### src/rtl/paralelo_serial_crc.sv
`default_nettype none
// ============================================================================
//  Module   : paralelo_serial_crc
//  Purpose  : Parallel-to-serial converter for the SD CMD line with an
//             optional on-the-fly CRC7 and end bit.
//  Revision : 1.0 - initial release
// ============================================================================
module paralelo_serial_crc #(
    parameter int WIDTH      = 40,
    parameter bit MSB_FIRST  = 1'b1,
    parameter bit CRC_EN     = 1'b1,
    parameter bit IDLE_LEVEL = 1'b1
) (
    input  logic             sd_clock,
    input  logic             reset,
    input  logic             enable,
    input  logic [WIDTH-1:0] parallel,
    output logic             serial,
    output logic             busy,
    output logic             complete
);

    localparam int CNT_W = $clog2(WIDTH);
    localparam logic [CNT_W-1:0] C_LAST_BIT = CNT_W'(WIDTH - 1);
    localparam logic [CNT_W-1:0] C_LAST_CRC = CNT_W'(6);

    typedef enum logic [1:0] {
        ST_IDLE  = 2'd0,
        ST_SHIFT = 2'd1,
        ST_CRC   = 2'd2,
        ST_ENDB  = 2'd3
    } state_t;

    state_t             r_state, w_state_n;
    logic               r_serial, w_serial_n;
    logic               r_busy, w_busy_n;
    logic               r_complete, w_complete_n;
    logic [WIDTH-1:0]   r_shift, w_shift_n;
    logic [CNT_W-1:0]   r_cnt, w_cnt_n;
    logic [6:0]         r_crc, w_crc_n;

    logic               w_load_bit;
    logic [WIDTH-1:0]   w_load_rest;
    logic               w_next_bit;
    logic [WIDTH-1:0]   w_next_rest;
    logic [2:0]         w_crc_idx;

    function automatic logic [6:0] crc7_step(input logic [6:0] crc, input logic bit_in);
        logic fb;
        fb = bit_in ^ crc[6];
        return {crc[5:0], 1'b0} ^ (fb ? 7'h09 : 7'h00);
    endfunction

    // The shift register always presents the next payload bit at one fixed end.
    generate
        if (MSB_FIRST) begin : g_msb_first
            assign w_load_bit  = parallel[WIDTH-1];
            assign w_load_rest = {parallel[WIDTH-2:0], 1'b0};
            assign w_next_bit  = r_shift[WIDTH-1];
            assign w_next_rest = {r_shift[WIDTH-2:0], 1'b0};
        end else begin : g_lsb_first
            assign w_load_bit  = parallel[0];
            assign w_load_rest = {1'b0, parallel[WIDTH-1:1]};
            assign w_next_bit  = r_shift[0];
            assign w_next_rest = {1'b0, r_shift[WIDTH-1:1]};
        end
    endgenerate

    assign w_crc_idx = 3'd5 - r_cnt[2:0];

    always_ff @(posedge sd_clock or negedge reset) begin
        if (!reset) begin
            r_state    <= ST_IDLE;
            r_serial   <= IDLE_LEVEL;
            r_busy     <= 1'b0;
            r_complete <= 1'b0;
            r_shift    <= '0;
            r_cnt      <= '0;
            r_crc      <= '0;
        end else begin
            r_state    <= w_state_n;
            r_serial   <= w_serial_n;
            r_busy     <= w_busy_n;
            r_complete <= w_complete_n;
            r_shift    <= w_shift_n;
            r_cnt      <= w_cnt_n;
            r_crc      <= w_crc_n;
        end
    end

    always_comb begin
        w_state_n    = r_state;
        w_serial_n   = r_serial;
        w_busy_n     = r_busy;
        w_complete_n = 1'b0;
        w_shift_n    = r_shift;
        w_cnt_n      = r_cnt;
        w_crc_n      = r_crc;

        case (r_state)
            ST_IDLE: begin
                w_serial_n = IDLE_LEVEL;
                w_busy_n   = 1'b0;
                if (enable) begin
                    // CRC covers each bit as it is placed on the line, starting from 0.
                    w_shift_n  = w_load_rest;
                    w_cnt_n    = '0;
                    w_crc_n    = crc7_step(7'd0, w_load_bit);
                    w_serial_n = w_load_bit;
                    w_busy_n   = 1'b1;
                    w_state_n  = ST_SHIFT;
                end
            end
            ST_SHIFT: begin
                if (r_cnt == C_LAST_BIT) begin
                    if (CRC_EN) begin
                        w_state_n  = ST_CRC;
                        w_cnt_n    = '0;
                        w_serial_n = r_crc[6];
                    end else begin
                        w_state_n    = ST_IDLE;
                        w_serial_n   = IDLE_LEVEL;
                        w_busy_n     = 1'b0;
                        w_complete_n = 1'b1;
                    end
                end else begin
                    w_serial_n = w_next_bit;
                    w_shift_n  = w_next_rest;
                    w_crc_n    = crc7_step(r_crc, w_next_bit);
                    w_cnt_n    = r_cnt + CNT_W'(1);
                end
            end
            ST_CRC: begin
                if (r_cnt == C_LAST_CRC) begin
                    w_state_n  = ST_ENDB;
                    w_serial_n = 1'b1;
                end else begin
                    w_serial_n = r_crc[w_crc_idx];
                    w_cnt_n    = r_cnt + CNT_W'(1);
                end
            end
            ST_ENDB: begin
                w_state_n    = ST_IDLE;
                w_serial_n   = IDLE_LEVEL;
                w_busy_n     = 1'b0;
                w_complete_n = 1'b1;
            end
            default: begin
                w_state_n  = ST_IDLE;
                w_serial_n = IDLE_LEVEL;
                w_busy_n   = 1'b0;
            end
        endcase
    end

    assign serial   = r_serial;
    assign busy     = r_busy;
    assign complete = r_complete;

endmodule
`default_nettype wire

### config.mk
export PLATFORM = sky130hd
export DESIGN_NAME = paralelo_serial_crc
export DESIGN_NICKNAME = d
export VERILOG_FILES = /design/src/rtl/paralelo_serial_crc.sv
export SDC_FILE = /design/constraint.sdc
export NUM_CORES = 1
export LEC_CHECK = 0
export CORE_MARGIN = 1.5
export CORE_UTILIZATION = 47
export DETAILED_ROUTE_END_ITERATION = 10
export PLACE_DENSITY = 0.76
export SETUP_SLACK_MARGIN = 0.1
export SLEW_MARGIN = 30
export SYNTH_ARGS = -nofsm -noshare
export SYNTH_HDL_FRONTEND = slang
export SYNTH_SLANG_ARGS = --single-unit
### constraint.sdc
create_clock -name sd_clock -period 4.8 [get_ports sd_clock]
set_input_delay 1.2 -clock sd_clock [delete_from_list [all_inputs] [get_ports sd_clock]]
set_output_delay 1.2 -clock sd_clock [all_outputs]
set_load 0.02 [all_outputs]
Word level (Yosys, flattened, before mapping)

Cells that the tools add are included.

$add $sub $neg: 2
$lt $le $gt $ge: 1
Equality and inequality tests: 10
Muxes and demuxes: 25
Bitwise logic cells: 2
Reductions and logical operators: 7

Operator list:

| operator            | count |
|---|---|
| $mux 40             | 2 |
| $pmux 40 s2         | 1 |
| $mux 6              | 3 |
| $pmux 6 s3          | 1 |
| $mux 7              | 2 |
| $pmux 7 s2          | 1 |
| $ne 2x2->1 const B  | 5 |
| $reduce_and 3->1    | 3 |
| $mux 4              | 2 |
| $pmux 2 s4          | 1 |
| $xor 7x4->7         | 1 |
| $add 6x1->6 const B | 1 |
| $eq 6x3->1 const B  | 1 |
| $eq 6x6->1 const B  | 1 |
| $mux 1              | 6 |
| $mux 2              | 3 |
| $eq 2x2->1 const B  | 2 |
| $lt 3x4->1 const B  | 1 |
| $pmux 1 s4          | 1 |
| $reduce_bool 2->1   | 2 |
| $bmux 1 s3          | 1 |
| $reduce_bool 3->1   | 1 |
| $sub 3x3->3 const A | 1 |
| $eq 2x1->1 const B  | 1 |
| other kinds (3)     | 3 |

Bits in registers: 58
Bits of input ports: 43
Output and inout port bits: 3
Logic and storage cells: 54

Longest topological paths before layout

Gate-level depths: netlist of the first run.

Word-level depth: 5
Mapped depth: 9
Gate-level depth less buffers: 6

Worst setup path after synthesis of the first run

No wires, ideal clock.

Kind: input-to-reg
Start: input enable
End: register r_cnt[5]
Setup time: 0.069 ns
Data arrival time: 2.273 ns
Data required time: 4.731 ns
Slack: 2.458 ns
Stages on the path: 5
Path buffers: 1
Cells stage by stage: nor2b_1 > a311o_1 > buf_6 > or4_1 > nand3_1

Cells in the longest elaborated chain, start to end: 2

Ends and longest elaborated chain:

| what                       | RTL line | RTL |
|---|---|---|
| start: declaration         | 16       | `input logic enable,` |
| $ne 2x2->1 (no line)       | n/a      |  |
| $reduce_and 3->1 (no line) | n/a      |  |
| end signal: assignment     | 86       | `r_cnt <= w_cnt_n;` |
| end: declaration           | 39       | `logic [CNT_W-1:0] r_cnt, w_cnt_n;` |

Every way passes these cells.
A chain may end at the register's enable or synchronous reset.

Worst setup path in the final report of the first run

Same ends and word-level chain as after synthesis.

==> run summary, run 1 <==
=========================================================================================
Warning count from the yosys run ...........................................            0
Number of max-slew violations in the final report ..........................            0
Number of buffers on the longest clock path ................................            2
Synth Instances ............................................................          283
Beginning of the worst register-to-register path ...........................     r_cnt[0]
Final net count ............................................................          376
CTS clk-pin slew, worst paths ..............................................      0.07 ns
Buffers & Inverters on Critical Path .......................................            1
Number of detailed-routing iterations run before antenna repair ............            4
Final RePlAce weighted congestion ..........................................        0.795
Via density ................................................................         5.17
Setup repair after global routing missed its margin ........................        false
Most used flip-flop cell after synthesis ................................... sky130_fd_sc_hd__dfrtp_1
Worst slew pin tran ........................................................     0.904 ns
Highest ir drop seen on vdd ................................................     0.340 mV
Slowest Stage Delay on Critical Path .......................................      0.53 ns
Worst path slowest cell .................................................... sky130_fd_sc_hd__or4_1
DRT iter0 DRCs .............................................................          151
Row cnt ....................................................................           28
Fraction of layout instances using a drive strength above 1 ................        8.48%
Min Tclk post-route ........................................................      2.64 ns
Count of different cell masters after synthesis ............................           40
Hold buffers post-CTS ......................................................            0
Most common library cell in the layout ignoring fill and taps .............. sky130_fd_sc_hd__nand2_1
Number of global-route vias before repair ..................................        2,135
Post-synthesis sequential area ratio .......................................        49.7%
Final-report hold violation count ..........................................            0
Half-perimeter wire length of the detailed placement result ................      3620 um
Upper clock frequency limit ................................................      378 MHz
Count of H-tree levels built during CTS ....................................            3
Data arrival time at the worst-slack endpoint ..............................      2.92 ns
Post-Syn Area ..............................................................     2870 um2
Final clock skew ...........................................................   0.00856 ns
Skew-Pair Late Insertion Delay .............................................      0.34 ns
Area of the core ...........................................................     5920 um2
Accumulated negative setup slack ...........................................         0 ns
Maximum number of pins on one net before global-route repair ...............           60
Run status ................................................................. finished clean
Final Setup Violations .....................................................            0
Diodes inserted ............................................................            0
Register bit count reported by yosys .......................................           57
Routed wire length per instance ............................................      13.5 um
Post-cts repair resize count ...............................................            0
Mean post-synth cell area ..................................................     10.1 um2
Number of antenna violations at the first check in global routing ..........            0
Commonest non-fill, non-tap cells in the layout ............................ 61 x sky130_fd_sc_hd__nand2_1, 56 x sky130_fd_sc_hd__dfrtp_1, 44 x sky130_fd_sc_hd__clkdlybuf4s50_1, 39 x sky130_fd_sc_hd__mux2i_1, 34 x sky130_fd_sc_hd__o21ai_1
CTS tree ...................................................................        built
Via count ..................................................................        2,095
Synth-to-layout area growth ................................................        24.4%
PwrDens ....................................................................   665 nW/um2
Count of unresolved DRC violations after routing ...........................            0
Total overflow reported by the global router ...............................            0
Number of enable-type register cells in the synthesized netlist ............            0
Global-route wire length before repair .....................................      9360 um
Area of combinational cells with multiple inputs ...........................     1310 um2
Ordered cell list for the critical path .................................... clkdlybuf4s50_1, nor2b_1, a311o_1, or4_1, nand3_1
Filler Cell Count ..........................................................          481
Seq. cell area .............................................................     1430 um2
Proportion of register bits with asynchronous set or reset after synthesis .         100%
Critical path fanouts, max .................................................           10
GRT Overall Usage ..........................................................        18.8%
Antenna Violating Nets Remaining ...........................................            0
Worst min-delay path category ..............................................      reg2reg
Category of the most critical setup path ...................................       in2reg
Placement Setup Slack ......................................................      1.38 ns
Endpoint kind of the worst setup timing path ...............................     register
Post-CTS Setup Inserts .....................................................            0
Horizontal die dimension ...................................................      81.2 um
Relative slew slack ........................................................        39.4%
Leakage power ..............................................................   0.00155 uW
Number of top-level pins ...................................................           46
Startpoint of the lowest-slack hold path ...................................  r_shift[32]
Sum of routed wire length over all layers ..................................      5450 um
Sink Count .................................................................           57
Final period utilization ...................................................        55.1%
Worst Path Required ........................................................      5.08 ns
Launching element of the worst setup path ..................................       enable
Buffers on Ports ...........................................................           45
Number of max-capacitance violations reported ..............................            0
Family with the most delay on the worst path ............................... simple AND/OR/NAND/NOR gates
Least setup slack across all paths after layout ............................      2.16 ns
Root Buffer Master ......................................................... sky130_fd_sc_hd__clkbuf_8
TritonCTS buffer count .....................................................            9
Worst Setup Start Kind .....................................................    input pin
Post-synth net total .......................................................          334
Height of the chip .........................................................      81.2 um
Die area ...................................................................     6590 um2
Starting utilization of the core area ......................................        48.5%
=========================================================================================
==> synthesized netlist by cell type (3+ instances only) <==
master / count / area [um2]
sky130_fd_sc_hd__a21oi_1: 4 / 20.0
sky130_fd_sc_hd__dfrtp_1: 56 / 1400
sky130_fd_sc_hd__inv_1: 6 / 22.5
sky130_fd_sc_hd__nand2b_1: 3 / 18.8
sky130_fd_sc_hd__nor2_1: 4 / 15.0
sky130_fd_sc_hd__buf_6: 5 / 56.3
sky130_fd_sc_hd__ha_1: 8 / 100
sky130_fd_sc_hd__mux2i_1: 39 / 390
sky130_fd_sc_hd__o21ai_0: 9 / 45.0
sky130_fd_sc_hd__nand3_1: 10 / 50.1
sky130_fd_sc_hd__clkbuf_1: 8 / 30.0
sky130_fd_sc_hd__o21ai_1: 34 / 170
sky130_fd_sc_hd__nand2_1: 61 / 229
==> worst reg2reg max path, delay by kind of cell, from the launching register on <==
kind	cells	cell delay, ns
AO/OA/AOI/OAI	1	0.51
AND/OR/NAND/NOR	2	0.39
adder cells (fa/ha/maj)	1	0.29
multiplexers	1	0.39
flip-flops	1	0.54
==> sequential cells by signal (all words and copies together) (netlist names) <==
signal and flops:
r_cnt 6, complete 1, serial 1, busy 1, r_shift 39, r_crc 7
r_state 2
==> power breakdown <==
group	total [uW]	switching (uW)	internal (uW)	leakage [uW]
sequential	837	132	705	0.000718
combinational	1030	583	442	0.000727
clock	512	191	321	0.000109
==> per-stage QoR <==
stage / total power [uW] / cell area, um2 / instances / utilization [%] / hold WS, ns
2_1_floorplan: 1660 / 2870 / 283 / - / 0.437
3_3_place_gp: 1790 / 3320 / 388 / 56.1 / 0.466
3_5_place_dp: 1840 / 3320 / 388 / 56.1 / 0.475
4_1_cts: 2360 / 3550 / 404 / 60.0 / 0.491
5_1_grt: 2560 / 3570 / 405 / 60.3 / 0.511
6_report: 2370 / 3570 / 405 / 60.3 / 0.487
==> cells by family (layout without fill, tap and decap cells) <==
kind of cell    count (synthesis)  count (layout)  share of synthesized area (%)
buf+inv                        24              71                           4.79
simple gates                   89              89                           14.0
fa+ha+maj                       8               8                           3.49
xor+xnor                        2               2                          0.610
flops                          57              57                           49.7
compound gates                 61              61                           12.2
mux                            42              42                           15.2
==> cell type report <==
| cell class | count | area share (%) |
|---|---|---|
| clock inverter | 4 | 2.10 |
| inverter | 6 | 0.630 |
| multi-input combinational | 202 | 36.7 |
| clock buffer | 12 | 4.34 |
| sequential | 57 | 40.0 |
| timing repair buffer | 49 | 13.7 |
| tap | 75 | 2.63 |
==> final timing paths <==
check | to | depth (start not counted) | slack [ns]
min in group asynchronous | busy | 2 | 0.98
hold / removal | r_shift[32] | 2 | 0.49
max in group asynchronous | r_crc[6] | 2 | 3.33
hold reg to reg | r_shift[32] | 2 | 0.49
setup / recovery | r_cnt[5] | 5 | 2.16
setup reg to reg | r_state[1] | 5 | 2.56
==> routing by layer <==
metal  up-vias  GRT usage, %  routed length (um)
met5         -             0                   0
met4         0          7.59                  99
met3        12          5.73                 179
met2        38          30.8                2560
met1       971          23.2                2610
li1       1074             -                   -
Power figures use the tool's default switching activity.
==> run 2: changes to the inputs <==
==> constraint.sdc (replaced) <==
create_clock -name sd_clock -period 2.6 [get_ports sd_clock]
set_input_delay 0.65 -clock sd_clock [delete_from_list [all_inputs] [get_ports sd_clock]]
set_output_delay 0.65 -clock sd_clock [all_outputs]
set_load 0.02 [all_outputs]
==> run 2 against run 1 <==
Cell count increased by 0.25%. Utilization decreased by 0.42 points. Largest cell class unchanged. Hold slack got worse by 0.22 ns. Clock power increased by 56%. Register-to-register slack got worse by 2.1 ns. Combinational power increased by 85%. Routed wire length increased by 3.7%. Sequential power increased by 83%. First-iteration DRC count decreased by 2.0%.
==> run summary, run 2 (synthesized netlist as in run 1, its figures left out) <==
================================================================================
Post-CTS Setup Inserts ............................................            0   unchanged
Most common library cell in the layout ignoring fill and taps ..... sky130_fd_sc_hd__nand2_1   unchanged
Count of H-tree levels built during CTS ...........................            3   unchanged
Endpoint kind of the worst setup timing path ......................     register   unchanged
Routed wl met3 ....................................................       230 um   was 179 um
Root Buffer Master ................................................ sky130_fd_sc_hd__clkbuf_8   unchanged
Final net count ...................................................          379   was 376
Total Power Consumption ...........................................      4240 uW   was 2370 uW
End-of-flow core utilization ......................................        59.9%   was 60.3%
Highest ir drop seen on vdd .......................................     0.697 mV   was 0.340 mV
Relative slew slack ...............................................        67.2%   was 39.4%
Count of unresolved DRC violations after routing ..................            0   unchanged
Category of the most critical setup path ..........................      reg2reg   was in2reg
Worst path slowest cell ........................................... sky130_fd_sc_hd__dfrtp_1   was sky130_fd_sc_hd__or4_1
Number of flip-flops in the largest register ......................           39   unchanged
Routed wire length per instance ...................................      13.9 um   was 13.5 um
Die area ..........................................................     6590 um2   unchanged
Setup repair after global routing missed its margin ...............        false   unchanged
Buffers on Ports ..................................................           45   unchanged
Sum of routed wire length over all layers .........................      5650 um   was 5450 um
Largest register by flop count ....................................      r_shift   unchanged
Number of antenna violations at the first check in global routing .            0   unchanged
Final-report hold violation count .................................            0   unchanged
Maximum number of pins on one net before global-route repair ......           87   was 60
CTS tree ..........................................................        built   unchanged
Upper clock frequency limit .......................................      470 MHz
Final clock skew ..................................................   0.00977 ns   was 0.00856 ns
Ordered cell list for the critical path ........................... ha_1, and4bb_2, nand2_1, a221oi_1, mux2_2   was clkdlybuf4s50_1, nor2b_1, a311o_1, or4_1, nand3_1
Top metal layer carrying routed signals ...........................         met4   unchanged
Final RePlAce weighted congestion .................................        0.791   was 0.795
Height of the chip ................................................      81.2 um   unchanged
Minimum hold slack ................................................     0.266 ns   was 0.487 ns
Design area .......................................................     3550 um2   was 3570 um2
Antenna Violating Nets Remaining ..................................            0   unchanged
Number of detailed-routing iterations run before antenna repair ...            4   unchanged
Critical path fanouts, max ........................................            7   was 10
Diodes inserted ...................................................            0   unchanged
Number of buffers on the longest clock path .......................            2   unchanged
Biggest regs ...................................................... r_shift x39, r_crc x7, r_cnt x6   unchanged
Horizontal die dimension ..........................................      81.2 um   unchanged
Accumulated negative setup slack ..................................         0 ns   unchanged
Global-route wire length before repair ............................      9300 um   was 9360 um
Row cnt ...........................................................           28   unchanged
Instance area after placement .....................................     3360 um2   was 3320 um2
Number of global-route vias before repair .........................        2,106   was 2,135
Hold buffers post-CTS .............................................            0   unchanged
Total overflow reported by the global router ......................            0   unchanged
Starting utilization of the core area .............................        48.5%   unchanged
Final Setup Violations ............................................            0   unchanged
Min Tclk post-route ...............................................      2.13 ns
Skew-Pair Late Insertion Delay ....................................      0.34 ns   about the same
Commonest non-fill, non-tap cells in the layout ................... 61 x sky130_fd_sc_hd__nand2_1, 56 x sky130_fd_sc_hd__dfrtp_1, 44 x sky130_fd_sc_hd__clkdlybuf4s50_1, 39 x sky130_fd_sc_hd__mux2i_1, 34 x sky130_fd_sc_hd__o21ai_1   unchanged
Area of the core ..................................................     5920 um2   unchanged
Worst slew pin tran ...............................................     0.492 ns   was 0.904 ns
Number of top-level pins ..........................................           46   unchanged
Slowest Stage Delay on Critical Path ..............................      0.49 ns   was 0.53 ns
Worst min-delay path category .....................................     in2async   was reg2reg
Leakage power .....................................................   0.00156 uW   was 0.00155 uW
TritonCTS buffer count ............................................            9   unchanged
PwrDens ...........................................................  1200 nW/um2   was 665 nW/um2
Met2 WL post-DR ...................................................      2770 um   was 2560 um
Sink Count ........................................................           57   unchanged
Half-perimeter wire length of the detailed placement result .......      3880 um   was 3620 um
DRT iter0 DRCs ....................................................          148   was 151
Data arrival time at the worst-slack endpoint .....................      2.35 ns   was 2.92 ns
Final period utilization ..........................................        81.8%
Fraction of layout instances using a drive strength above 1 .......        9.06%   was 8.48%
Worst Setup Start Kind ............................................     register   was input pin
Post-cts repair resize count ......................................            0   unchanged
CTS clk-pin slew, worst paths .....................................      0.07 ns   about the same
Number of max-capacitance violations reported .....................            0   unchanged
Run status ........................................................ finished clean   unchanged
Number of max-slew violations in the final report .................            0   unchanged
Worst Path Required ...............................................      2.83 ns   was 5.08 ns
Via density .......................................................         5.24   was 5.17
Synth-to-layout area growth .......................................        23.5%   was 24.4%
GRT Overall Usage .................................................        18.9%   was 18.8%
Reg2Reg Setup Slack ...............................................      0.47 ns   was 2.56 ns
M1 WL .............................................................      2520 um   was 2610 um
Via count .........................................................        2,129   was 2,095
================================================================================
[run 2: cell count changes in the layout (fill, tap and decap cells not counted), sizes merged]
| cell | previous run | this run |
|---|---|---|
| clkinvlp | 2 | 0 |
| clkinv | 0 | 3 |
| clkbuf | 12 | 10 |
| bufinv | 2 | 1 |
| buf | 5 | 8 |
[run 2: final cells by class]
cell class / instances / area, um2
fill: 492 / 2370
sequential: 57 / 1430
multi-input combinational: 202 / 1310
timing repair buffer: 52 / 510
clock buffer: 10 / 138
tap: 75 / 93.8
clock inverter: 4 / 45.0
inverter: 6 / 22.5
[run 2: power breakdown]
| group | total, uW | switching (uW) | internal [uW] |
|---|---|---|---|
| Sequential | 1530 | 233 | 1300 |
| Clock | 798 | 345 | 452 |
| Combinational | 1910 | 1080 | 826 |
| Total | 4240 | 1660 | 2580 |
[run 2: final timing paths]
| path | startpoint | end | depth (start not counted) |
|---|---|---|---|
| max in group asynchronous | reset | r_shift[22] | 2 |
| worst max register to register | r_cnt[1] | r_state[1] | 5 |
| worst min register to register | r_shift[28] | r_shift[28] | 2 |
| min in group sd_clock | r_shift[28] | r_shift[28] | 2 |
| worst max-delay path | r_cnt[1] | r_state[1] | 5 |
| worst min-delay path | reset | r_cnt[5] | 1 |
[run 2: stage by stage]
| stage | instances | setup slack [ns] |
|---|---|---|
| after floorplan | 283 | 0.636 |
| after global placement | 392 | 0.245 |
| after detailed placement | 392 | 0.211 |
| after CTS | 406 | 0.477 |
| after global routing | 406 | 0.365 |
| final | 406 | 0.474 |
[run 2: critical path, delay by kind of cell (launching register included)]
kind / cells / cell delay [ns]
mux: 1 / 0.39
flops: 1 / 0.49
fa+ha+maj: 1 / 0.30
simple gates: 2 / 0.39
compound gates: 1 / 0.46
[run 2: layer usage]
| layer | global-route usage (%) | vias up |
|---|---|---|
| met3 | 4.49 | 12 |
| met2 | 30.9 | 50 |
| met4 | 9.66 | 0 |
| met5 | 0 | - |
| li1 | - | 1075 |
| met1 | 23.3 | 992 |
==> run 3: changes to the inputs <==
--- a/config.mk
+++ b/config.mk
@@ -8,7 +8,7 @@
 export CORE_MARGIN = 1.5
 export CORE_UTILIZATION = 47
 export DETAILED_ROUTE_END_ITERATION = 10
-export PLACE_DENSITY = 0.76
+export PLACE_DENSITY = 0.79
 export SETUP_SLACK_MARGIN = 0.1
 export SLEW_MARGIN = 30
 export SYNTH_ARGS = -nofsm -noshare
==> constraint.sdc (replaced) <==
create_clock -name sd_clock -period 1.9 [get_ports sd_clock]
set_input_delay 0.475 -clock sd_clock [delete_from_list [all_inputs] [get_ports sd_clock]]
set_output_delay 0.475 -clock sd_clock [all_outputs]
set_load 0.02 [all_outputs]
==> run 3 against run 2 <==
Clock skew shrank 0.00083 ns. Combinational power grew 100%. Critical path depth grew 1.
==> run summary, run 3 (synthesized netlist as in run 1, its figures left out) <==
================================================================================
CTS tree ..........................................................        built   unchanged
Run status ........................................................ finished clean   unchanged
Register-to-Register Path Depth ...................................            6   was 5
Endpoint kind of the worst setup timing path ......................     register   unchanged
DRT iter0 DRCs ....................................................          163   was 148
Buffers on Ports ..................................................           45   unchanged
Number of antenna violations at the first check in global routing .            0   unchanged
Commonest non-fill, non-tap cells in the layout ................... 61 x sky130_fd_sc_hd__nand2_1, 54 x sky130_fd_sc_hd__dfrtp_1, 42 x sky130_fd_sc_hd__clkdlybuf4s50_1, 39 x sky130_fd_sc_hd__mux2i_1, 37 x sky130_fd_sc_hd__o21ai_1   was 61 x sky130_fd_sc_hd__nand2_1, 56 x sky130_fd_sc_hd__dfrtp_1, 44 x sky130_fd_sc_hd__clkdlybuf4s50_1, 39 x sky130_fd_sc_hd__mux2i_1, 34 x sky130_fd_sc_hd__o21ai_1
Accumulated negative setup slack ..................................         0 ns   unchanged
Final net count ...................................................          405   was 379
Min Tclk post-route ...............................................      1.78 ns   was 2.13 ns
Area of the core ..................................................     5920 um2   unchanged
Relative slew slack ...............................................        75.3%   was 67.2%
Buffers & Inverters on Critical Path ..............................            1   was 0
Least setup slack across all paths after layout ...................     0.124 ns   was 0.474 ns
Number of max-slew violations in the final report .................            0   unchanged
Leakage power .....................................................   0.00176 uW   was 0.00156 uW
Fraction of layout instances using a drive strength above 1 .......        19.0%   was 9.06%
Root Buffer Master ................................................ sky130_fd_sc_hd__clkbuf_8   unchanged
Row cnt ...........................................................           28   unchanged
Final clock skew ..................................................   0.00894 ns   was 0.00977 ns
Starting utilization of the core area .............................        48.5%   unchanged
Worst Path Required ...............................................      2.11 ns   was 2.83 ns
Die area ..........................................................     6590 um2   unchanged
Setup repair after global routing missed its margin ...............         true   was false
Synth-to-layout area growth .......................................        38.8%   was 23.5%
Count of unresolved DRC violations after routing ..................            0   unchanged
Biggest regs ...................................................... r_shift x39, r_crc x7, r_cnt x6   unchanged
Reg2Reg Setup Slack ...............................................      0.12 ns   was 0.47 ns
Worst min-delay path category .....................................     in2async   unchanged
Upper clock frequency limit .......................................      563 MHz   was 470 MHz
Antenna Violating Nets Remaining ..................................            0   unchanged
Via density .......................................................         5.62   was 5.24
Number of flip-flops in the largest register ......................           39   unchanged
Final Setup Violations ............................................            0   unchanged
Placement Setup Slack .............................................    -0.153 ns   was 0.211 ns
End-of-flow core utilization ......................................        67.3%   was 59.9%
Category of the most critical setup path ..........................      reg2reg   unchanged
Design area .......................................................     3990 um2   was 3550 um2
Beginning of the worst register-to-register path ..................     r_cnt[0]   was r_cnt[1]
Worst path slowest cell ........................................... sky130_fd_sc_hd__a311o_2   was sky130_fd_sc_hd__dfrtp_1
Sink Count ........................................................           57   unchanged
Number of global-route vias before repair .........................        2,275   was 2,106
CTS clk-pin slew, worst paths .....................................      0.07 ns   about the same
TritonCTS buffer count ............................................            9   unchanged
Number of buffers on the longest clock path .......................            2   unchanged
Final-report hold violation count .................................            0   unchanged
Skew-Pair Late Insertion Delay ....................................      0.33 ns   was 0.34 ns
Hold buffers post-CTS .............................................            0   unchanged
Total overflow reported by the global router ......................            0   unchanged
Slowest Stage Delay on Critical Path ..............................      0.51 ns   was 0.49 ns
Global-route wire length before repair ............................    10,600 um   was 9300 um
Sum of routed wire length over all layers .........................      7450 um   was 5650 um
Count of H-tree levels built during CTS ...........................            3   unchanged
Family with the most delay on the worst path ...................... compound AO/OA/AOI/OAI gates   was flip-flops
Highest ir drop seen on vdd .......................................     0.990 mV   was 0.697 mV
Number of top-level pins ..........................................           46   unchanged
Half-perimeter wire length of the detailed placement result .......      4080 um   was 3880 um
Critical path fanouts, max ........................................            6   was 7
Diodes inserted ...................................................            0   unchanged
Reg2Reg Capture Point .............................................  r_shift[17]   was r_state[1]
Instance area after placement .....................................     3470 um2   was 3360 um2
Largest register by flop count ....................................      r_shift   unchanged
Final period utilization ..........................................        93.5%   was 81.8%
PwrDens ...........................................................  1800 nW/um2   was 1200 nW/um2
Ordered cell list for the critical path ........................... ha_2, and4bb_4, a311o_2, clkbuf_16, nand2_1, o21ai_1   was ha_1, and4bb_2, nand2_1, a221oi_1, mux2_2
GRT Overall Usage .................................................        21.2%   was 18.9%
Worst Setup Start Kind ............................................     register   unchanged
Maximum number of pins on one net before global-route repair ......           58   was 87
Height of the chip ................................................      81.2 um   unchanged
Horizontal die dimension ..........................................      81.2 um   unchanged
Worst slew pin tran ...............................................     0.368 ns   was 0.492 ns
Data arrival time at the worst-slack endpoint .....................      1.98 ns   was 2.35 ns
Number of max-capacitance violations reported .....................            0   unchanged
Path length in cells of the critical path .........................            6   was 5
Routed wire length per instance ...................................      17.2 um   was 13.9 um
Number of detailed-routing iterations run before antenna repair ...            4   unchanged
Via count .........................................................        2,432   was 2,129
Most common library cell in the layout ignoring fill and taps ..... sky130_fd_sc_hd__nand2_1   unchanged
Final RePlAce weighted congestion .................................        0.866   was 0.791
================================================================================
## run 3: cell count changes in the layout (fill, tap and decap cells not counted), moves of 3 or more
cell / previous run / this run
sky130_fd_sc_hd__o21ai_1: 34 / 37
sky130_fd_sc_hd__buf_12: 1 / 4
sky130_fd_sc_hd__buf_6: 0 / 3
sky130_fd_sc_hd__buf_4: 6 / 20
sky130_fd_sc_hd__o21ai_0: 9 / 6
sky130_fd_sc_hd__ha_1: 7 / 3
sky130_fd_sc_hd__clkbuf_16: 0 / 5
## run 3: layout make-up
| cell class | instances | area (um2) |
|---|---|---|
| Fill cell | 438 | 1940 |
| Tap cell | 75 | 93.8 |
| Sequential cell | 57 | 1430 |
| Clock buffer | 12 | 145 |
| Timing Repair Buffer | 77 | 836 |
| Clock inverter | 3 | 65.1 |
| Multi-Input combinational cell | 203 | 1390 |
| Inverter | 6 | 22.5 |
## run 3: through the flow
stage	cells	total power [uW]	hold slack (ns)
after floorplan	283	4210	0.179
after global placement	402	4810	0.457
after detailed placement	402	4960	0.464
after CTS	424	6420	0.150
after global routing	433	7640	0.157
final	433	7180	0.127
## run 3: timing repair
action                                 CTS  global route
endpoints found under the hold margin    0             0
gates resized for setup                  5            21
setup endpoints to repair               13            40
buffers inserted                         6             2
pin swaps                                1             5
gates cloned                             1             7
## run 3: power by group
part	switching, uW	leakage, uW	internal (uW)	total (uW)
clock	478	0.000106	767	1240
combinational	1930	0.000942	1900	3830
sequential	322	0.000715	1780	2100
## run 3: worst max-delay path by stage
stage,from,to
6_report,r_cnt[0],r_shift[17]
3_3_place_gp,enable,r_cnt[5]
4_1_cts,r_state[1],r_cnt[2]
5_1_grt,r_cnt[0],r_shift[24]
3_5_place_dp,enable,r_cnt[5]
2_1_floorplan,r_state[0],r_cnt[5]
## run 3: per-layer routing
metal	vias up	routed length (um)	global-route usage (%)
met5	-	0	0
met4	0	136	9.14
met3	17	292	4.04
met2	76	3920	35.8
met1	1202	3100	26.6
li1	1137	-	-
==> patch 1, RTL diff (settings of run 2) <==
`WIDTH`: 40 -> 20.
--- a/src/rtl/paralelo_serial_crc.sv
+++ b/src/rtl/paralelo_serial_crc.sv
@@ -6,7 +6,7 @@
 //  Revision : 1.0 - initial release
 // ============================================================================
 module paralelo_serial_crc #(
-    parameter int WIDTH      = 40,
+    parameter int WIDTH      = 20,
     parameter bit MSB_FIRST  = 1'b1,
     parameter bit CRC_EN     = 1'b1,
     parameter bit IDLE_LEVEL = 1'b1
Interface: changed (resized parallel); port bits go from 46 to 26. The function was not compared with the original's and may differ.
==> patch 1 against run 2 <==
  * Worst setup slack worse by 0.016 ns
  * Routed wire length down 35%
  * Critical path depth up 1
  * Sequential cell count down 21
  * Power down 26%
  * Fmax down 0.74%
  * Cell area down 31%
  * Synthesized cell count down 43%
  * Synthesized area down 28%
  * Highest routed layer unchanged
==> patch 1: results (changes against run 2) <==
outcome finished, final reports clean (unchanged); Gates resized, CTS repair 0 (unchanged); min Tclk post-route 2.14 ns (was 2.13 ns); Slew headroom 69.1% (was 67.2%); Register-to-Register Setup Slack 0.46 ns (was 0.47 ns); drt first pass iters 4 (unchanged); H-Tree Level Count 2 (was 3); Leak 1.07 nW (was 1.56 nW); antenna violations before repair 0 (unchanged); dpl cells 236 (was 392); ratio of cells with drive above 1 in the final layout 32.0% (was 9.06%); VDD IR max 0.509 mV (was 0.697 mV); M3 GR Usage 3.80% (was 4.49%); nets 224 (was 379); skew final 0.00508 ns (was 0.00977 ns); Clock Path Buffers 2 (unchanged); met2 usage 25.9% (was 30.9%); initial DRC count 66 (was 148); Regs by FF count r_shift: 19 flops, r_crc: 7 flops, r_cnt: 5 flops (was r_shift: 39 flops, r_crc: 7 flops, r_cnt: 6 flops); critical path endpoint r_crc[3]$_DFFE_PN0P_ (was r_state[1]$_DFFE_PN0P_); Antenna Cells 0 (unchanged); Synth Warn # 0 (unchanged); Async SR Flop Fraction 100% (unchanged); CP Class reg2reg (unchanged); Synth top cells by count 35 x dfrtp_1, 27 x mux2_2, 14 x mux2_4, 14 x nand2_1, 9 x inv_1 (was 61 x nand2_1, 56 x dfrtp_1, 39 x mux2i_1, 34 x o21ai_1, 10 x nand3_1); first-pass GRT wire length 6.47 mm (was 9.30 mm); worst-skew pair later-pin latency 0.28 ns (was 0.34 ns); largest net degree at the start of global routing 37 (was 87); clock root buffer clkbuf_8 (unchanged); sequential area share after synthesis 43.9% (was 49.7%); number of global-route vias before repair 1338 (was 2106); end of the worst register-to-register path r_crc[3]$_DFFE_PN0P_ (was r_state[1]$_DFFE_PN0P_); dpl hpwl 2.65 mm (was 3.88 mm); Num CTS Buffers 5 (was 9); CP max FO 22 (was 7); Clock Pin Slew Worst Setup and Hold Paths 0.07 ns (about the same); # port buffers 25 (was 45); reg-to-reg startpoint r_cnt[0]$_DFFE_PN0P_ (was r_cnt[1]$_DFFE_PN0P_); CP arrival 2.31 ns (was 2.35 ns); placer congestion estimate 0.750 (was 0.791); met1 GRT Util 22.5% (was 23.3%); Area contributors post-synth dfrtp_1 43%, mux2_2 15%, mux2_4 10% (was dfrtp_1 49%, mux2i_1 14%, nand2_1 8.0%); Synth cell types 32 (was 40); worst reg2reg path depth 6 (was 5); Post-CTS Setup Bufs 0 (unchanged); pre-CTS setup slack 0.362 ns (was 0.211 ns); syn nets 192 (was 334); Syn Inst Count 161 (was 283); Hold Path Class reg2reg (was in2async); global router's overall resource usage 16.6% (was 18.9%); Vias/cell 5.24 (about the same); Non-Filler Instances 244 (was 406); WL final 3.66 mm (was 5.65 mm)
[patch 1: worst min-delay path by stage]
stage	from	endpoint	slack [ns]	cells past startpoint
6_report	busy$_DFFE_PN0P_	busy$_DFFE_PN0P_	0.49	2
2_1_floorplan	reset	busy$_DFFE_PN0P_	0.35	0
4_1_cts	busy$_DFFE_PN0P_	busy$_DFFE_PN0P_	0.50	2
3_5_place_dp	busy$_DFFE_PN0P_	busy$_DFFE_PN0P_	0.48	2
5_1_grt	r_shift[4]$_DFFE_PN0P_	r_shift[4]$_DFFE_PN0P_	0.52	1
3_3_place_gp	busy$_DFFE_PN0P_	busy$_DFFE_PN0P_	0.47	2
[patch 1: area by class of cell]
type                    instances  area [um^2]
clock inverters                 3         42.5
flip-flops and latches         36          902
well taps                      50         62.6
fillers                       321         1630
multi-input cells             111         1050
inverters                       9         33.8
clock buffers                   5         68.8
repair buffers                 30          300
[patch 1: report_power, final]
part           switching, mW  leakage [nW]  internal [mW]
logic                  0.687         0.570          0.967
clock network          0.198        0.0541          0.284
registers              0.166         0.446          0.825
total                   1.05          1.07           2.07
[patch 1: cell families after synthesis]
group / Yosys count / share of synthesized area [%]
xor gates and xnor gates: 2 / 0.853
AOI/OAI and AO/OA: 16 / 5.42
buffers and inverters: 14 / 4.99
and+or+nand+nor: 36 / 10.4
adders and majority gates: 8 / 4.87
muxes: 49 / 29.6
DFF: 36 / 43.9
[patch 1: stage by stage]
step / instance area, um^2 / hold WS, ns
after global placement: 2350 / 0.473
after CTS: 2460 / 0.497
final: 2460 / 0.488
after global routing: 2460 / 0.520
after floorplan: 2050 / 0.354
after detailed placement: 2350 / 0.481
[patch 1: routing by layer]
metal  routed length [um]  up-vias
met5                    0        -
met4                   56        0
met3                  137        7
met2                 1780       22
met1                 1680      618
li1                     -      631
[patch 1: critical path, stage by stage (launching register included)]
cell and delay, ns:
dfrtp_1 0.47, ha_1 0.29, and4bb_1 0.25, nand2b_4 0.16, a21oi_4 0.26, buf_12 0.23
mux2_2 0.35
==> patch 2, RTL diff (flow settings as in run 2) <==
Made on the original files. Remove the register `r_complete`: a continuous assignment takes its place, so the output `complete` follows one clock earlier.
--- a/src/rtl/paralelo_serial_crc.sv
+++ b/src/rtl/paralelo_serial_crc.sv
@@ -73,7 +73,6 @@
             r_state    <= ST_IDLE;
             r_serial   <= IDLE_LEVEL;
             r_busy     <= 1'b0;
-            r_complete <= 1'b0;
             r_shift    <= '0;
             r_cnt      <= '0;
             r_crc      <= '0;
@@ -81,12 +80,13 @@
             r_state    <= w_state_n;
             r_serial   <= w_serial_n;
             r_busy     <= w_busy_n;
-            r_complete <= w_complete_n;
             r_shift    <= w_shift_n;
             r_cnt      <= w_cnt_n;
             r_crc      <= w_crc_n;
         end
     end
+
+    assign r_complete = w_complete_n;
 
     always_comb begin
         w_state_n    = r_state;
Check against the original RTL: same outputs for any inputs over 10 cycles, from zero or initial values and one cycle with reset low; that may be too few to reach the edited logic, so the function may still have changed.
==> patch 2 against run 2 <==
  * Synthesized area decreased by 0.87%
  * Power decreased by 7.6%
  * Sequential cell count fell by 1
  * Worst setup slack lost 0.13 ns
  * Cell area down 3.1%
  * Synthesized cell count fell by 0.35%
  * Routed wire length is 6.3% lower
  * Clock skew grew 0.0020 ns
  * Cell count shrank 2.7%
  * Critical path type unchanged
  * Critical endpoint unchanged
  * Largest power group unchanged
  * Highest routed layer unchanged
==> patch 2: results (changes against run 2) <==
CP startpoint r_cnt[0]$_DFFE_PN0P_ (was r_cnt[1]$_DFFE_PN0P_); global router's overall resource usage 18.4% (was 18.9%); Clock Pin Slew Worst Setup and Hold Paths 0.10 ns (was 0.07 ns); placer congestion estimate 0.801 (was 0.791); Hold Path Class in2async (unchanged); DP Area 0.00334 mm^2 (was 0.00336 mm^2); clock root buffer clkbuf_8 (unchanged); syn nets 333 (was 334); mux cell area share after synthesis 15.3% (was 15.2%); routed length per instance 13.4 um (was 13.9 um); CP max FO 10 (was 7); ratio of cells with drive above 1 in the final layout 6.25% (was 9.06%); H-Tree Level Count 2 (was 3); first-pass GRT wire length 9.43 mm (was 9.30 mm); Gates resized, CTS repair 0 (unchanged); FILL cells 529 (was 492); worst-margin pin slew 0.744 ns (was 0.492 ns); outcome finished, final reports clean (unchanged); Finished Cell Area 0.00344 mm^2 (was 0.00355 mm^2); Antenna Cells 0 (unchanged); Adder-Cell Fraction of Synth Area 3.52% (was 3.49%); number of global-route vias before repair 2157 (was 2106); CTS sink count 56 (was 57); clk cell area share 2.88% (was 5.15%); dpl hpwl 3.63 mm (was 3.88 mm); XOR/XNOR Fraction of Synth Area 0.615% (was 0.610%); Num CTS Buffers 5 (was 9); WL final 5.29 mm (was 5.65 mm); Register-to-Register Setup Slack 0.35 ns (was 0.47 ns); Synth top cells by count 61 x nand2_1, 55 x dfrtp_1, 39 x mux2i_1, 34 x o21ai_1, 10 x nand3_1 (was 61 x nand2_1, 56 x dfrtp_1, 39 x mux2i_1, 34 x o21ai_1, 10 x nand3_1); total number of vias 2094 (was 2129); sequential area share after synthesis 49.3% (was 49.7%); Leak 1.49 nW (was 1.56 nW); Syn Inst Count 282 (was 283); #MultiIn Comb 202 (unchanged); Area contributors post-synth dfrtp_1 48%, mux2i_1 14%, nand2_1 8.0% (was dfrtp_1 49%, mux2i_1 14%, nand2_1 8.0%); VDD IR max 0.752 mV (was 0.697 mV); largest net degree at the start of global routing 87 (unchanged); inverters 6 (unchanged); CLK BUF 5 (was 10); antenna violations before repair 0 (unchanged); Non-CTS buffers 50 (was 52); nets 372 (was 379); dpl cells 389 (was 392); FF+latch area 0.00140 mm^2 (was 0.00143 mm^2); Top FF cell, synth dfrtp_1 (unchanged); skew final 0.0117 ns (was 0.00977 ns); Async SR Flop Fraction 100% (unchanged); post-synthesis compound-gate area fraction 12.3% (was 12.2%); initial DRC count 142 (was 148); worst-skew pair later-pin latency 0.31 ns (was 0.34 ns); CP peak stage delay 0.57 ns (was 0.49 ns); non-clk buf share 14.8% (was 14.4%); critical path endpoint r_state[1]$_DFFE_PN0P_ (unchanged)
[patch 2: cell count changes in the layout (fill, tap and decap cells not counted)]
cell,run 2,this run
buf_4,6,3
dfrtp_1,56,55
clkinv_2,3,0
clkbuf_8,10,5
buf_12,1,2
[patch 2: power breakdown]
part / leakage, nW / total, mW / internal [mW] / switching [mW]
combinational: 0.737 / 1.87 / 0.817 / 1.05
sequential: 0.705 / 1.51 / 1.28 / 0.235
clock: 0.0501 / 0.546 / 0.277 / 0.269
total: 1.49 / 3.92 / 2.37 / 1.55
[patch 2: stage by stage]
stage / worst slack (ns) / util (%)
floorplan: 0.636 / -
global placement: 0.274 / 56.7
detailed placement: 0.252 / 56.7
CTS: 0.352 / 58.4
global route: 0.211 / 58.4
finish: 0.347 / 58.4
[patch 2: worst max-delay path, delay by kind of cell, from the launching register on]
| family | cells | cell delay (ns) |
|---|---|---|
| adder cells (fa/ha/maj) | 1 | 0.30 |
| multiplexers | 1 | 0.39 |
| AND/OR/NAND/NOR | 2 | 0.39 |
| flip-flops | 1 | 0.57 |
| AO/OA/AOI/OAI | 1 | 0.50 |
[patch 2: worst min-delay path by stage]
stage	start	depth (start not counted)	endpoint	slack (ns)
global placement	r_shift[29]$_DFFE_PN0P_	2	r_shift[29]$_DFFE_PN0P_	0.47
floorplan	reset	0	busy$_DFFE_PN0P_	0.35
CTS	reset	2	r_cnt[3]$_DFFE_PN0P_	0.34
global route	reset	2	r_cnt[3]$_DFFE_PN0P_	0.34
detailed placement	r_shift[26]$_DFFE_PN0P_	2	r_shift[26]$_DFFE_PN0P_	0.48
finish	reset	2	r_state[0]$_DFFE_PN0P_	0.31
[patch 2: routing by layer]
metal / global-route usage (%) / share of wire [%]
met1: 22.9 / 46
met2: 31.4 / 49
met3: 4.72 / 3.7
met5: 0 / 0
met4: 5.34 / 1.3
